`src/rtl/si4463_resp_pkg.sv`:
```
// Shared opcodes, FSM states and reply-buffer helper for the Si4463 SPI responder model.
package si4463_resp_pkg;

  localparam logic [7:0] CMD_READ_CMD_BUFF  = 8'h44;
  localparam logic [7:0] CMD_WRITE_TX_FIFO  = 8'h66;
  localparam logic [7:0] CMD_READ_RX_FIFO   = 8'h77;
  localparam logic [7:0] CMD_FIFO_INFO      = 8'h15;
  localparam logic [7:0] CMD_GET_INT_STATUS = 8'h20;
  localparam logic [7:0] CTS_READY          = 8'hFF;
  localparam int         REPLY_LEN          = 4;

  typedef enum logic [2:0] {
    IDLE,
    CMD,
    RESP_CTS,
    REPLY,
    TXFIFO,
    RXFIFO,
    IGNORE
  } state_t;

  typedef logic [0:REPLY_LEN-1][7:0] reply_t;

  // Reply buffer snapshot taken when a generic command's frame closes.
  function automatic reply_t reply_for(input logic [7:0] opcode,
                                       input logic [7:0] count_b,
                                       input logic [7:0] free_b,
                                       input logic       nirq);
    reply_t r;
    r = '0;
    case (opcode)
      CMD_FIFO_INFO: begin
        r[0] = count_b;
        r[1] = free_b;
      end
      CMD_GET_INT_STATUS: r[3] = nirq ? 8'h00 : 8'h20;
      default: r = '0;
    endcase
    return r;
  endfunction

endpackage

```
`src/rtl/si4463_spi_responder_loop_fifo.sv`:
```
// Byte FIFO that loops TX-FIFO writes back to RX-FIFO reads; DEPTH must be a power of two.
module loop_fifo #(
  parameter int DEPTH = 64
) (
  input  logic                     clk,
  input  logic                     i_clear,
  input  logic                     i_push,
  input  logic [7:0]               i_push_data,
  input  logic                     i_pop,
  output logic [7:0]               o_rd_data,
  output logic                     o_full,
  output logic                     o_empty,
  output logic [$clog2(DEPTH):0]   o_count
);

  localparam int AW = $clog2(DEPTH);

  logic [7:0]    r_mem [DEPTH];
  logic [AW-1:0] r_wr_ptr;
  logic [AW-1:0] r_rd_ptr;
  logic [AW:0]   r_count;
  logic          w_push_ok;
  logic          w_pop_ok;

  assign o_full    = (r_count == (AW+1)'(DEPTH));
  assign o_empty   = (r_count == '0);
  assign o_count   = r_count;
  assign o_rd_data = r_mem[r_rd_ptr];
  assign w_push_ok = i_push && !o_full;
  assign w_pop_ok  = i_pop && !o_empty;

  always_ff @(posedge clk) begin
    if (w_push_ok) r_mem[r_wr_ptr] <= i_push_data;
  end

  always_ff @(posedge clk) begin
    if (i_clear) begin
      r_wr_ptr <= '0;
      r_rd_ptr <= '0;
      r_count  <= '0;
    end else begin
      if (w_push_ok) r_wr_ptr <= r_wr_ptr + 1'b1;
      if (w_pop_ok)  r_rd_ptr <= r_rd_ptr + 1'b1;
      if (w_push_ok && !w_pop_ok)      r_count <= r_count + 1'b1;
      else if (w_pop_ok && !w_push_ok) r_count <= r_count - 1'b1;
    end
  end

endmodule

```
`src/rtl/si4463_spi_responder.sv`:
```
// Behavioural Si4463 SPI slave: CTS polling, TX->RX loop FIFO and nIRQ, oversampled on clk.
module si4463_spi_responder
  import si4463_resp_pkg::*;
#(
  parameter int FIFO_DEPTH = 64,
  parameter int CTS_DELAY  = 16,
  parameter int IRQ_DELAY  = 32
) (
  input  logic                        clk,
  input  logic                        reset,
  input  logic                        sdn,
  input  logic                        sclk,
  input  logic                        mosi,
  input  logic                        ss_n,
  output logic                        miso,
  output logic                        nirq,
  output logic [$clog2(FIFO_DEPTH):0] fifo_count,
  output logic                        overflow,
  output logic                        underflow,
  output logic [2:0]                  o_dbg_state
);

  // SPI framing: ss_n low opens a frame, mode 0, MSB first. Each byte is
  // sampled on sclk rises; its response is loaded on the fall after the 8th rise.
  logic [2:0]  r_sclk_sy;
  logic [2:0]  r_ss_sy;
  logic [1:0]  r_mosi_sy;
  state_t      r_state;
  state_t      w_state_next;
  logic [2:0]  r_bit_cnt;
  logic [6:0]  r_rx_sr;
  logic [7:0]  r_tx_sr;
  logic [7:0]  r_resp_next;
  logic        r_load_pending;
  logic        r_cts_ok;
  logic        r_generic;
  logic [7:0]  r_opcode;
  logic [2:0]  r_reply_idx;
  reply_t      r_reply_buf;
  logic        r_cts;
  logic [15:0] r_cts_cnt;
  logic        r_irq_run;
  logic [15:0] r_irq_cnt;
  logic        r_nirq;
  logic        r_pushed;
  logic        r_overflow;
  logic        r_underflow;

  logic        w_rst;
  logic        w_sclk_rise;
  logic        w_sclk_fall;
  logic        w_ss_rise;
  logic        w_ss_fall;
  logic        w_byte_done;
  logic [7:0]  w_rx_byte;
  logic [7:0]  w_resp;
  logic        w_push;
  logic        w_pop;
  logic [7:0]  w_rd_data;
  logic        w_full;
  logic        w_empty;
  logic [$clog2(FIFO_DEPTH):0] w_count;
  logic        w_gen_done;

  assign w_rst       = reset | sdn;
  assign w_sclk_rise = r_sclk_sy[1] & ~r_sclk_sy[2];
  assign w_sclk_fall = ~r_sclk_sy[1] & r_sclk_sy[2];
  assign w_ss_rise   = r_ss_sy[1] & ~r_ss_sy[2];
  assign w_ss_fall   = ~r_ss_sy[1] & r_ss_sy[2];
  assign w_rx_byte   = {r_rx_sr, r_mosi_sy[1]};
  assign w_byte_done = w_sclk_rise && (r_bit_cnt == 3'd7) && (r_state != IDLE)
                       && !w_ss_rise && !w_ss_fall;
  assign w_gen_done  = w_ss_rise && (r_state == IGNORE) && r_generic;

  assign miso        = (r_state == IDLE) ? 1'b0 : r_tx_sr[7];
  assign nirq        = r_nirq;
  assign fifo_count  = w_count;
  assign overflow    = r_overflow;
  assign underflow   = r_underflow;
  assign o_dbg_state = r_state;

  loop_fifo #(.DEPTH(FIFO_DEPTH)) u_loop_fifo (
    .clk         (clk),
    .i_clear     (w_rst),
    .i_push      (w_push),
    .i_push_data (w_rx_byte),
    .i_pop       (w_pop),
    .o_rd_data   (w_rd_data),
    .o_full      (w_full),
    .o_empty     (w_empty),
    .o_count     (w_count)
  );

  always_comb begin
    w_state_next = r_state;
    w_push       = 1'b0;
    w_pop        = 1'b0;
    w_resp       = 8'h00;
    if (w_ss_fall) begin
      w_state_next = CMD;
    end else if (w_ss_rise) begin
      w_state_next = IDLE;
    end else if (w_byte_done) begin
      case (r_state)
        CMD: begin
          if (w_rx_byte == CMD_READ_CMD_BUFF) begin
            w_state_next = RESP_CTS;
            w_resp       = r_cts ? CTS_READY : 8'h00;
          end else if (w_rx_byte == CMD_WRITE_TX_FIFO) begin
            w_state_next = TXFIFO;
          end else if (w_rx_byte == CMD_READ_RX_FIFO) begin
            w_state_next = RXFIFO;
            w_pop        = 1'b1;
            w_resp       = w_empty ? 8'h00 : w_rd_data;
          end else begin
            w_state_next = IGNORE;
          end
        end
        RESP_CTS: begin
          if (r_cts_ok) begin
            w_state_next = REPLY;
            w_resp       = r_reply_buf[0];
          end else begin
            w_state_next = IGNORE;
          end
        end
        REPLY: begin
          if (r_reply_idx < 3'(REPLY_LEN)) w_resp = r_reply_buf[r_reply_idx[1:0]];
        end
        TXFIFO: w_push = 1'b1;
        RXFIFO: begin
          w_pop  = 1'b1;
          w_resp = w_empty ? 8'h00 : w_rd_data;
        end
        default: w_resp = 8'h00;
      endcase
    end
  end

  always_ff @(posedge clk) begin
    if (w_rst) begin
      r_sclk_sy      <= 3'b000;
      r_ss_sy        <= 3'b111;
      r_mosi_sy      <= 2'b00;
      r_state        <= IDLE;
      r_bit_cnt      <= '0;
      r_rx_sr        <= '0;
      r_tx_sr        <= '0;
      r_resp_next    <= '0;
      r_load_pending <= 1'b0;
      r_cts_ok       <= 1'b0;
      r_generic      <= 1'b0;
      r_opcode       <= '0;
      r_reply_idx    <= '0;
      r_reply_buf    <= '0;
      r_cts          <= 1'b1;
      r_cts_cnt      <= '0;
      r_irq_run      <= 1'b0;
      r_irq_cnt      <= '0;
      r_nirq         <= 1'b1;
      r_pushed       <= 1'b0;
      r_overflow     <= 1'b0;
      r_underflow    <= 1'b0;
    end else begin
      r_sclk_sy <= {r_sclk_sy[1:0], sclk};
      r_ss_sy   <= {r_ss_sy[1:0], ss_n};
      r_mosi_sy <= {r_mosi_sy[0], mosi};
      r_state   <= w_state_next;

      if (w_ss_fall) begin
        r_bit_cnt      <= '0;
        r_rx_sr        <= '0;
        r_tx_sr        <= 8'h00;
        r_load_pending <= 1'b0;
        r_generic      <= 1'b0;
        r_pushed       <= 1'b0;
        r_reply_idx    <= '0;
      end else if (w_ss_rise) begin
        r_bit_cnt      <= '0;
        r_tx_sr        <= 8'h00;
        r_load_pending <= 1'b0;
      end else if (r_state != IDLE) begin
        if (w_sclk_rise) begin
          r_rx_sr   <= w_rx_byte[6:0];
          r_bit_cnt <= r_bit_cnt + 3'd1;
        end
        if (w_sclk_fall) begin
          if (r_load_pending) begin
            r_tx_sr        <= r_resp_next;
            r_load_pending <= 1'b0;
          end else begin
            r_tx_sr <= {r_tx_sr[6:0], 1'b0};
          end
        end
      end

      if (w_byte_done) begin
        r_resp_next    <= w_resp;
        r_load_pending <= 1'b1;
        if (r_state == CMD) begin
          if (w_rx_byte == CMD_READ_CMD_BUFF) begin
            r_cts_ok <= r_cts;
          end else if (w_rx_byte != CMD_WRITE_TX_FIFO && w_rx_byte != CMD_READ_RX_FIFO) begin
            r_opcode  <= w_rx_byte;
            r_generic <= 1'b1;
          end
        end
        if (r_state == RESP_CTS) r_reply_idx <= 3'd1;
        if (r_state == REPLY && r_reply_idx < 3'(REPLY_LEN)) r_reply_idx <= r_reply_idx + 3'd1;
      end

      if (w_push) begin
        if (w_full) r_overflow <= 1'b1;
        else        r_pushed   <= 1'b1;
      end
      if (w_pop && w_empty) r_underflow <= 1'b1;

      if (w_ss_rise && (r_state == TXFIFO) && r_pushed) begin
        r_irq_run <= 1'b1;
        r_irq_cnt <= 16'(IRQ_DELAY);
      end else if (r_irq_run) begin
        if (r_irq_cnt <= 16'd1) begin
          r_nirq    <= 1'b0;
          r_irq_run <= 1'b0;
          r_irq_cnt <= '0;
        end else begin
          r_irq_cnt <= r_irq_cnt - 16'd1;
        end
      end

      // The reply snapshot must see nirq before GET_INT_STATUS clears it.
      if (w_gen_done) begin
        r_cts       <= 1'b0;
        r_cts_cnt   <= 16'(CTS_DELAY);
        r_reply_buf <= reply_for(r_opcode, 8'(w_count), 8'(FIFO_DEPTH - int'(w_count)), r_nirq);
        if (r_opcode == CMD_GET_INT_STATUS) begin
          r_nirq    <= 1'b1;
          r_irq_run <= 1'b0;
        end
      end else if (!r_cts) begin
        if (r_cts_cnt <= 16'd1) begin
          r_cts     <= 1'b1;
          r_cts_cnt <= '0;
        end else begin
          r_cts_cnt <= r_cts_cnt - 16'd1;
        end
      end
    end
  end

endmodule

```
`config.mk`:
```
export PLATFORM = sky130hd
export DESIGN_NAME = si4463_spi_responder
export DESIGN_NICKNAME = d
export VERILOG_FILES = /design/src/rtl/si4463_resp_pkg.sv /design/src/rtl/si4463_spi_responder_loop_fifo.sv /design/src/rtl/si4463_spi_responder.sv
export SDC_FILE = /design/constraint.sdc
export NUM_CORES = 1
export LEC_CHECK = 0
export ABC_AREA = 1
export CORE_MARGIN = 2
export CORE_UTILIZATION = 61
export CTS_CLUSTER_DIAMETER = 100
export DETAILED_ROUTE_END_ITERATION = 12
export HOLD_SLACK_MARGIN = 0.08
export PLACE_DENSITY = 0.77
export REMOVE_ABC_BUFFERS = 1
export SETUP_SLACK_MARGIN = 0.2
export SLEW_MARGIN = 10
export SYNTH_ARGS = -nofsm -noshare
export SYNTH_HDL_FRONTEND = slang
export SYNTH_SLANG_ARGS = --single-unit
```
`constraint.sdc`:
```
create_clock -name clk -period 5.14 [get_ports clk]
set_input_delay 1.285 -clock clk [delete_from_list [all_inputs] [get_ports clk]]
set_output_delay 1.285 -clock clk [all_outputs]
set_load 0.05 [all_outputs]
```
==> metrics.md <==
| Metric | Value |
|---|---|
| Status | `completed` |
| Crit path from | `u_loop_fifo.o_count[0]$_SDFFE_PP0P_` |
| Final Instance Area | `29300 sq um` |
| Sequential share of power | `0.559` |
| Least-Margin Pin Slew | `1.06 ns` |
| HP Start | `r_ss_sy[0]$_SDFF_PP1_` |
| CTS root buffer | `clkbuf_16` |
| PwrDens | `between 300 and 400 nW/um^2` |
| Flops & latches, synth | `641` |
| Final Skew | `roughly 0.020 ns` |
| Slew Viols, Final | `0` |
| Routed len/inst | `roughly 20 um` |
| IO Pins | `20` |
| Vias in the first global route | `between 15000 and 20000` |
| Residual DRC | `0` |
| # placed instances | `3078` |
| Vias | `19000` |
| GRT Overall Usage | `0.289` |
| Synth top cells by count | `nand2_1 (789), edfxtp_1 (512), nand3_1 (459)` |
| Antenna violations before repair | `0` |
| Clk pin slew, worst setup/hold paths | `about 0.060 ns` |
| Worst setup EP type | `flop` |
| Detailed-placement wirelength estimate | `38000 um` |
| Overflow after GRT | `0` |
| Die height | `213 um` |
| Core area | `43200 sq um` |
| Max_cap viols | `0` |
| Final net count | `approximately 2600` |
| Worst-skew pair later-pin latency | `approximately 0.63 ns` |
| Port Buf Inserts | `19` |
| Syn_area_per_cell | `approximately 10 sq um` |
| Sw Ratio | `0.190` |
| Clock Power Share | `0.438` |
| FF-to-FF End | `u_loop_fifo.o_count[6]$_SDFFE_PP0P_` |
| Drt via density | `5.94` |
| Synth top area cells | `edfxtp_1 (58%), nand2_1 (11%), dfxtp_1 (9.7%)` |
| Share of cells above drive strength 1 | `0.0614` |
| RSZ-0062 raised after global routing | `no` |
| Number of synthesized flops with an enable pin | `512` |
| DR iter-0 viols | `2295` |
| Largest net degree at the start of global routing | `188` |
| Synth-to-layout area growth | `9.48%` |
| Syn Std Cell Area | `26700 sq um` |
| Final hold viol count | `0` |
| Switching power | `1.88 mW` |
| Final wirelength | `64200 um` |
| Peak supply drop | `~0.27 mV` |
| Reg-to-Reg Start | `u_loop_fifo.o_count[0]$_SDFFE_PP0P_` |
| Tcrit/Tclk final | `0.716` |
| Internal power | `8.00 mW` |
| Crit start category | `flop` |
| Cts hold-fix bufs | `0` |
| DIE AREA | `45500 sq um` |
| TritonCTS buffer count | `60` |
| Sequential element share of the synthesized area | `0.672` |
| Fraction of registers with async set/reset | `0` |
| Gpl congestion | `0.946` |
| H-tree Lvls | `2` |
| Prevailing post-synth register cell | `edfxtp_1` |
| CP max FO | `7` |
| CTS max path bufs | `3` |
| WS Path Type | `reg2reg` |
| Initial Util | `0.619` |
| Top-area cell type share of the netlist area | `0.575` |
| Relative slew slack | `0.291` |
| Number of setup buffers added after CTS | `0` |
| Total iterations of the first detailed-routing run | `5` |
| Syn. warnings | `0` |
| Critical Path AT | `approximately 4.2 ns` |
| First-pass GRT wire length | `99900 um` |
| Cell taking the most area after synthesis | `edfxtp_1` |
| Place WS | `1.06 ns` |
| Post-synthesis cell count | `2579` |
| Netlist cell types | `45` |
| Most frequent cell after synthesis | `nand2_1` |
| Fin cells | `3189` |
| Setup WS post-layout | `1.46 ns` |
| CTS tree | `yes` |
| Resize count post-CTS | `0` |
| CTS Sinks | `641` |
| Antenna viol nets, final | `0` |
| Combinational share of power | `0.004` |
| HP Class | `reg2reg` |
| Worst min-delay path endpoint | `r_ss_sy[1]$_SDFF_PP1_` |
| Fin crit period | `3.68 ns` |
| Die X | `213 um` |
| Hold depth | `1` |
| # rows | `76` |
| Critical Path RT | `about 5.6 ns` |
| Max frequency | `0.272 GHz` |
| P_leak | `roughly 11 nW` |
| Cell depth of the worst flop-to-flop path | `20` |
| Inserted Diodes | `0` |
| Final setup viols | `0` |
| Cell Area, Placed | `27300 sq um` |
| Layout fillers | `3226` |
| R2R Setup Slk | `1.46 ns` |
==> worst max-delay path by stage <==
stage / end / slack [ns]
finish: u_loop_fifo.o_count[6]$_SDFFE_PP0P_ / 1.46
global route: u_loop_fifo.o_count[6]$_SDFFE_PP0P_ / 1.02
CTS: u_loop_fifo.o_count[6]$_SDFFE_PP0P_ / 1.49
detailed placement: r_cts_cnt[10]$_SDFFE_PP0N_ / 1.06
global placement: r_cts_cnt[10]$_SDFFE_PP0N_ / 1.14
floorplan: r_resp_next[6]$_SDFFE_PP0N_ / -6.63
==> through the flow <==
stage                     hold slack [ns]  utilization  total power [mW]  setup TNS [ns]
after floorplan                     0.393            -              5.66          -52.95
after global placement              0.397        0.633              5.67               0
after detailed placement            0.401        0.633              5.67               0
after CTS                           0.413        0.678              9.93               0
after global routing                0.452        0.678              10.1               0
final                               0.416        0.678              9.89               0
==> worst max-delay path, cell delays in order (launching register included) <==
cell      delay (ns)
dfxtp_1         0.37
inv_1           0.14
ha_1            0.19
inv_1           0.06
nor4_1          0.35
nand2_1         0.17
nor2_1          0.24
nand3b_1        0.30
ha_1            0.28
inv_1           0.16
fa_1            0.45
nand3_1         0.09
nand2_1         0.08
nand2_1         0.07
nand2_1         0.05
a21oi_1         0.16
nor2_1          0.06
nor2_1          0.08
nand2_1         0.07
o21ai_0         0.14
a21oi_1         0.05
==> cell type report <==
type	instances	area [sq um]	share of cell area
inverters	134	509	0.0174
clock buffers	75	1620	0.0553
well taps	585	732	0.0250
repair buffers	42	388	0.0133
multi-input cells	1676	7740	0.265
flip-flops and latches	641	18000	0.614
clock inverters	36	303	0.0103
==> kinds of logic after synthesis <==
family / synth area share
adders and majority gates: 0.00964
and+or+nand+nor: 0.234
AOI/OAI and AO/OA: 0.0398
buffers and inverters: 0.0390
DFF: 0.672
xor gates and xnor gates: 0.00590
==> power by group through the flow <==
| stage | combinational (mW) | sequential [mW] | clock (mW) |
|---|---|---|---|
| 2_1_floorplan | 0.0192 | 5.64 | 0 |
| 3_3_place_gp | 0.0346 | 5.64 | 0 |
| 3_5_place_dp | 0.0357 | 5.64 | 0 |
| 4_1_cts | 0.0358 | 5.52 | 4.37 |
| 5_1_grt | 0.0398 | 5.52 | 4.58 |
| 6_report | 0.0360 | 5.52 | 4.33 |
==> sequential cells by signal, summed over array words and instances (netlist names), 6 cells and up, named ones only <==
register and count:
r_tx_sr 8, r_rx_sr 7, u_loop_fifo.r_mem 512, r_cts_cnt 16
r_opcode 8, r_irq_cnt 16, u_loop_fifo.r_rd_ptr 6, u_loop_fifo.o_count 7
r_resp_next 8, u_loop_fifo.r_wr_ptr 6, r_reply_buf 15
==> routing by layer <==
layer  track usage  routed length [um]
met3        0.0486                5640
met2         0.477               31000
met5             0                   0
met1         0.385               25300
met4         0.119                2250
==> placed cells by master, fill, tap and decap left out, types with 16 or more instances in the layout <==
cell type / n
clkbuf_16: 61
nor2_1: 153
a21oi_1: 71
nor3_1: 17
buf_4: 21
edfxtp_1: 512
clkinv_2: 16
ha_1: 19
nand2_1: 789
dfxtp_1: 118
a211oi_1: 21
clkdlybuf4s50_1: 19
inv_1: 126
o21ai_0: 49
nand3_1: 459
Note: power is estimated with default switching activity, not from simulation.
